$ cat config.mk
export PLATFORM = sky130hd
export DESIGN_NAME = pkt_buffer_write
export DESIGN_NICKNAME = d
export VERILOG_FILES = /design/src/rtl/pkt_buffer_write.sv
export SDC_FILE = /design/constraint.sdc
export NUM_CORES = 2
export LEC_CHECK = 0
export BUFFER_PORTS_ARGS = -buffer_cell sky130_fd_sc_hd__clkbuf_2
export CORE_ASPECT_RATIO = 2
export CORE_MARGIN = 1.5
export CORE_UTILIZATION = 50
export CTS_CLUSTER_DIAMETER = 200
export CTS_CLUSTER_SIZE = 16
export DETAILED_ROUTE_END_ITERATION = 12
export PLACE_DENSITY = 0.77
export SYNTH_ARGS = -nofsm -noshare
export SYNTH_HDL_FRONTEND = slang
export SYNTH_MEMORY_MAX_BITS = 65536
export SYNTH_SLANG_ARGS = --single-unit
$ cat constraint.sdc
create_clock -name clk_sys -period 8.95 [get_ports clk_sys]
set_input_delay 0.895 -clock clk_sys [delete_from_list [all_inputs] [get_ports clk_sys]]
set_output_delay 0.895 -clock clk_sys [all_outputs]
set_load 0.01 [all_outputs]
$ cat src/rtl/pkt_buffer_write.sv
// Pairs incoming packet words with their buffer id and writes them into the packet buffer RAM.
// Words and bufids are staged in separate FIFOs so they may arrive in either order.
module pkt_buffer_write #(
    parameter int DATA_FIFO_AW  = 5,
    parameter int BUFID_FIFO_AW = 2,
    parameter int LINE_W        = 7
) (
    input  logic         clk_sys,
    input  logic         reset_n,
    input  logic         i_pkt_wr,
    input  logic [133:0] iv_pkt,
    input  logic         i_pkt_bufid_wr,
    input  logic [8:0]   iv_pkt_bufid,
    output logic         o_wr_en,
    output logic [15:0]  ov_waddr,
    output logic [133:0] ov_wdata,
    output logic         o_pkt_done_pulse,
    output logic [8:0]   ov_pkt_done_bufid,
    output logic         o_err_pulse,
    output logic [15:0]  ov_err_cnt,
    output logic [1:0]   pkt_write_state
);
    localparam int DDEPTH = 1 << DATA_FIFO_AW;
    localparam int BDEPTH = 1 << BUFID_FIFO_AW;

    typedef enum logic [1:0] {
        S_IDLE    = 2'd0,
        S_WRITE   = 2'd1,
        S_OVERLEN = 2'd2,
        S_DROP    = 2'd3
    } state_t;

    logic [133:0]            dmem [DDEPTH];
    logic [DATA_FIFO_AW-1:0] dwp_q, drp_q;
    logic [DATA_FIFO_AW:0]   dcnt_q;
    logic                    dfull, dempty, dpush, dpop;
    logic [133:0]            drd;

    logic [8:0]               bmem [BDEPTH];
    logic [BUFID_FIFO_AW-1:0] bwp_q, brp_q;
    logic [BUFID_FIFO_AW:0]   bcnt_q;
    logic                     bfull, bempty, bpush, bpop;
    logic [8:0]               brd;

    state_t              state_q, state_d;
    logic [LINE_W-1:0]   line_q, line_d;
    logic [8:0]          cur_bufid_q, cur_bufid_d;
    logic                once_q, once_d;
    logic                wr_d, done_d, fsm_err, err_d;

    logic         wr_en_q, done_q, err_q;
    logic [15:0]  waddr_q, err_cnt_q;
    logic [133:0] wdata_q;
    logic [8:0]   done_bufid_q;

    // Staging FIFOs: show-ahead reads, a full FIFO still accepts a push when popped that cycle
    assign dfull  = (dcnt_q == DDEPTH[DATA_FIFO_AW:0]);
    assign dempty = (dcnt_q == '0);
    assign dpush  = i_pkt_wr && (!dfull || dpop);
    assign drd    = dmem[drp_q];
    assign bfull  = (bcnt_q == BDEPTH[BUFID_FIFO_AW:0]);
    assign bempty = (bcnt_q == '0);
    assign bpush  = i_pkt_bufid_wr && (!bfull || bpop);
    assign brd    = bmem[brp_q];

    always_ff @(posedge clk_sys) begin
        if (dpush) dmem[dwp_q] <= iv_pkt;
        if (bpush) bmem[bwp_q] <= iv_pkt_bufid;
    end

    always_ff @(posedge clk_sys or negedge reset_n) begin
        if (!reset_n) begin
            dwp_q  <= '0;
            drp_q  <= '0;
            dcnt_q <= '0;
            bwp_q  <= '0;
            brp_q  <= '0;
            bcnt_q <= '0;
        end else begin
            if (dpush) dwp_q <= dwp_q + 1'b1;
            if (dpop)  drp_q <= drp_q + 1'b1;
            dcnt_q <= dcnt_q + {{DATA_FIFO_AW{1'b0}}, dpush} - {{DATA_FIFO_AW{1'b0}}, dpop};
            if (bpush) bwp_q <= bwp_q + 1'b1;
            if (bpop)  brp_q <= brp_q + 1'b1;
            bcnt_q <= bcnt_q + {{BUFID_FIFO_AW{1'b0}}, bpush} - {{BUFID_FIFO_AW{1'b0}}, bpop};
        end
    end

    // A head word seen past line 0 means the previous packet lost its tail
    always_comb begin
        state_d     = state_q;
        line_d      = line_q;
        cur_bufid_d = cur_bufid_q;
        once_d      = once_q;
        dpop        = 1'b0;
        bpop        = 1'b0;
        wr_d        = 1'b0;
        done_d      = 1'b0;
        fsm_err     = 1'b0;
        case (state_q)
            S_IDLE: begin
                if (!dempty) begin
                    if (!drd[133]) begin
                        state_d = S_DROP;
                        once_d  = 1'b0;
                    end else if (!bempty) begin
                        bpop        = 1'b1;
                        cur_bufid_d = brd;
                        line_d      = '0;
                        state_d     = S_WRITE;
                    end
                end
            end
            S_WRITE: begin
                if (!dempty) begin
                    if (drd[133] && line_q != '0) begin
                        fsm_err = 1'b1;
                        state_d = S_IDLE;
                    end else begin
                        dpop   = 1'b1;
                        wr_d   = 1'b1;
                        line_d = line_q + {{(LINE_W-1){1'b0}}, 1'b1};
                        if (drd[132]) begin
                            done_d  = 1'b1;
                            state_d = S_IDLE;
                        end else if (&line_q) begin
                            state_d = S_OVERLEN;
                            once_d  = 1'b0;
                        end
                    end
                end
            end
            S_OVERLEN: begin
                if (!dempty) begin
                    if (drd[133]) begin
                        state_d = S_IDLE;
                    end else begin
                        dpop    = 1'b1;
                        fsm_err = !once_q;
                        once_d  = 1'b1;
                        if (drd[132]) begin
                            done_d  = 1'b1;
                            state_d = S_IDLE;
                        end
                    end
                end
            end
            S_DROP: begin
                if (dempty || drd[133]) begin
                    state_d = S_IDLE;
                end else begin
                    dpop    = 1'b1;
                    fsm_err = !once_q;
                    once_d  = 1'b1;
                end
            end
            default: state_d = S_IDLE;
        endcase
    end

    assign err_d = (i_pkt_wr && !dpush) || (i_pkt_bufid_wr && !bpush) || fsm_err;

    always_ff @(posedge clk_sys or negedge reset_n) begin
        if (!reset_n) begin
            state_q      <= S_IDLE;
            line_q       <= '0;
            cur_bufid_q  <= '0;
            once_q       <= 1'b0;
            wr_en_q      <= 1'b0;
            waddr_q      <= '0;
            wdata_q      <= '0;
            done_q       <= 1'b0;
            done_bufid_q <= '0;
            err_q        <= 1'b0;
            err_cnt_q    <= '0;
        end else begin
            state_q     <= state_d;
            line_q      <= line_d;
            cur_bufid_q <= cur_bufid_d;
            once_q      <= once_d;
            wr_en_q     <= wr_d;
            done_q      <= done_d;
            err_q       <= err_d;
            if (wr_d) begin
                waddr_q <= 16'({cur_bufid_q, line_q});
                wdata_q <= drd;
            end
            if (done_d) done_bufid_q <= cur_bufid_q;
            if (err_d && err_cnt_q != 16'hFFFF) err_cnt_q <= err_cnt_q + 16'd1;
        end
    end

    assign o_wr_en           = wr_en_q;
    assign ov_waddr          = waddr_q;
    assign ov_wdata          = wdata_q;
    assign o_pkt_done_pulse  = done_q;
    assign ov_pkt_done_bufid = done_bufid_q;
    assign o_err_pulse       = err_q;
    assign ov_err_cnt        = err_cnt_q;
    assign pkt_write_state   = state_q;
endmodule

==> metrics.cfg <==
[route]
drtAntennaViolNets = 0
via_per_inst = 6.59
initialDrtViolationCount = 11136
first_pass_iters = 5
wirelength_um = 443000
drc_errors = 0
routedWlPerCell_um = 36.4
vias = 80171

[global_route]
grt_busiest_layer = met2
use_met1 = 0.318
grt.met2_usage = 0.438
grt_pass1_vias = 83177
grt_max_degree = 164
grt_use_total = 0.254
gr-total-overflow = 0
grtUsageMet3 = 0.0490
grt_pass1_wl_um = 624000
antenna_found_initial = 58

[critical_path]
cp-startpoint = drp_q[2]
slowest_stage = buf_4
cpMostUsedCell = buf_4
path_cells = buf_4 > mux2i_1 > a311oi_1 > nand3_1 > nand2_1 > o21ai_1 > nand2b_1 > a21boi_2 > nand2_1 > nor2_4 > buf_4 > buf_4
cp.depth = 12
crit_arrival_ns = 6.67
crit_family = buffers and inverters
worstPathMaxFanout = 40
crit_type = flop to flop
cpPeakStageDelay_ns = 0.81
cp-end-kind = flop
r2r_start = drp_q[2]
cp_data_required_time_ns = 9.43
r2r_cells = 12
path_buf_inv = 3
cp-start-kind = flop

[sta]
rsz0062_at_grt = no
hold_viol = 0
setup_viol = 0
fin_hold_ws_ns = 0.213
drv_slew = 0
setup_tns_ns = 0
max-slew-margin-rel = 0.183
fmax_mhz = 162
tightest_slew_ns = 1.23
finalClockSkew_ns = 0.104
period_minus_slack_ns = 6.19
post-route-period-util = 0.691

[placed_design]
place_hpwl_um = 213000
gp_congestion = 0.777
dpl.cell_count = 11587
port_buffers = 326
dpl_cell_area_um2 = 180000

[power]
vdd_ir_drop_max_uv = 268
power_density_nw_per_um2 = 296
fin_total_pwr_mw = 55.9
leakage_nw = 59.6

[yosys]
synth.distinct_cells = 59
yosys-top-cells-area = edfxtp_1 76%, mux4_2 18%, dfrtp_1 3.2%
synth_area_um2 = 172000
synth_top_area_frac = 0.755
syn-num-nets = 7209
synthArstFlopShare = 0.0484
synth_flop_cell = edfxtp_1
yosys_warnings = 0
synth_top_cell_by_area = edfxtp_1
synth_edf_count = 4324
netlist_instances = 7034
synth_seq_cells = 4544
ys_seq_area_frac = 0.787
synth_area_per_cell_um2 = 24.4

[cts]
max-clock-path-buffers = 4
clock_latency_ns = 0.95
clk_pin_slew_ns = 0.09
root_buffer = clkbuf_16
cts_max_level = 5
cts_buffers = 325
clock_sinks = 4544
ctsResizeCount = 0
cts_tree = built

[die]
initial_core_util = 0.502
die_y_um = 832
die_w_um = 418
core-area_um2 = 342000
io_pins = 327
rows = 304
die_area_um2 = 348000

[layout]
layout-drive-gt1-share = 0.287
fin_cells = 12169
design_area_um2 = 189000
nets = 7653
area_growth_pct = 9.92

[status]
status = finished clean

[job]
max_cap_violations = 0

[min_path]
hold_depth = 1
hold_class = input pin to flop
worstHoldStart = iv_pkt_bufid[5]

repair_timing:
action,CTS,global route
hold buffers,1,0
endpoints found under the hold margin,63,0
setup buffers,0,0
worst reg2reg max path, stage by stage, from the launching register on:
cell and delay (ns):
dfrtp_4 0.62, buf_4 0.81, mux2i_1 0.31, a311oi_1 0.15, nand3_1 0.18, nand2_1 0.21, o21ai_1 0.25, nand2b_1 0.24
a21boi_2 0.56, nand2_1 0.62, nor2_4 0.32, buf_4 0.62, buf_4 0.86
state kept, by name (all words and copies together), names as in the netlist, 2 cells and up:
register	cells
ov_err_cnt	16
dcnt_q	6
bcnt_q	3
bmem	36
ov_wdata	134
brp_q	2
drp_q	5
bwp_q	2
ov_pkt_done_bufid	9
dwp_q	5
dmem	4288
pkt_write_state	2
line_q	7
cur_bufid_q	9
ov_waddr	16
routing by layer:
metal,vias to the layer above,wire [um]
met5,-,289
met4,40,19500
met3,1042,45200
met2,5440,229000
met1,42815,148000
li1,30834,-
per-stage QoR:
step / util / setup slack [ns]
CTS: 0.552 / 2.61
detailed placement: 0.525 / 2.71
global route: 0.552 / 2.23
global placement: 0.525 / 2.71
floorplan: - / 0.475
finish: 0.552 / 2.76
cells in the mapped netlist, types with 2 or more instances:
| library cell | count |
|---|---|
| and2_1 | 4 |
| buf_1 | 109 |
| a311oi_1 | 3 |
| nand2_1 | 221 |
| and3_1 | 11 |
| nor2b_1 | 5 |
| o21ai_1 | 3 |
| nor3_1 | 6 |
| fa_1 | 2 |
| mux2i_1 | 146 |
| xnor2_1 | 21 |
| nand3_1 | 22 |
| nand2b_1 | 4 |
| xor2_1 | 14 |
| nor3b_1 | 3 |
| mux2_2 | 7 |
| dfrtp_1 | 220 |
| nor4_1 | 2 |
| nor2_1 | 57 |
| buf_6 | 3 |
| clkbuf_1 | 217 |
| inv_2 | 2 |
| a21oi_1 | 4 |
| a22oi_1 | 3 |
| mux2_4 | 2 |
| inv_1 | 25 |
| or3_1 | 5 |
| nand3b_1 | 4 |
| o21ai_0 | 146 |
| mux2_1 | 13 |
| buf_2 | 28 |
| ha_1 | 26 |
| mux4_2 | 1338 |
| edfxtp_1 | 4324 |
| nand4_1 | 8 |
| a31oi_1 | 3 |
path summary, 6_finish.rpt:
check | end | slack [ns]
worst max-delay path | dmem[31][49] | 2.76
worst min-delay path | bmem[2][5] | 0.21
worst max register to register | dmem[31][49] | 2.76
worst min register to register | ov_waddr[8] | 0.48
max in group asynchronous | ov_wdata[44] | 6.21
min in group asynchronous | ov_pkt_done_bufid[7] | 0.55
where the power goes:
group	internal [mW]	total (mW)	leakage [nW]	switching (mW)
Combinational	7.36	16.0	13.5	8.60
Sequential	25.1	26.0	41.7	0.866
Clock	6.99	14.0	4.43	6.98
Total	39.4	55.9	59.6	16.4
logic make-up (layout without fill, tap and decap cells):
kind of cell	after synthesis	in the layout	synth area share
AOI/OAI and AO/OA	175	175	0.00567
xor gates and xnor gates	35	35	0.00178
adders and majority gates	28	28	0.00213
buffers and inverters	386	1064	0.00879
DFF	4544	4544	0.787
muxes	1506	1506	0.185
other	0	20	0
and+or+nand+nor	360	360	0.00898
final cells by class:
type / instances / area [um^2]
Fill cell: 23972 / 153000
Sequential cell: 4544 / 135000
Multi-Input combinational cell: 2104 / 35300
Clock buffer: 550 / 9170
Tap cell: 4437 / 5550
Timing Repair Buffer: 475 / 3290
Clock inverter: 11 / 134
Inverter: 28 / 113
Antenna cell: 20 / 50.0
placed cells by master (no fill, tap or decap), types with 5 or more instances in the layout:
cell,count
nand4_1,8
nand2_1,221
nor2_4,32
mux2_1,13
mux2_2,7
clkbuf_2,325
nor2_1,25
or3_1,5
clkbuf_1,216
and3_1,11
clkbuf_16,334
ha_1,26
edfxtp_1,4324
xor2_1,14
inv_6,6
diode_2,20
nor3_1,6
mux2i_1,146
nor2b_1,5
dfrtp_1,216
xnor2_1,21
buf_4,106
nand3_1,22
mux4_2,1338
buf_12,42
inv_1,25
clkinv_8,5
o21ai_0,146
No activity file was read; power rests on OpenSTA's default activity.
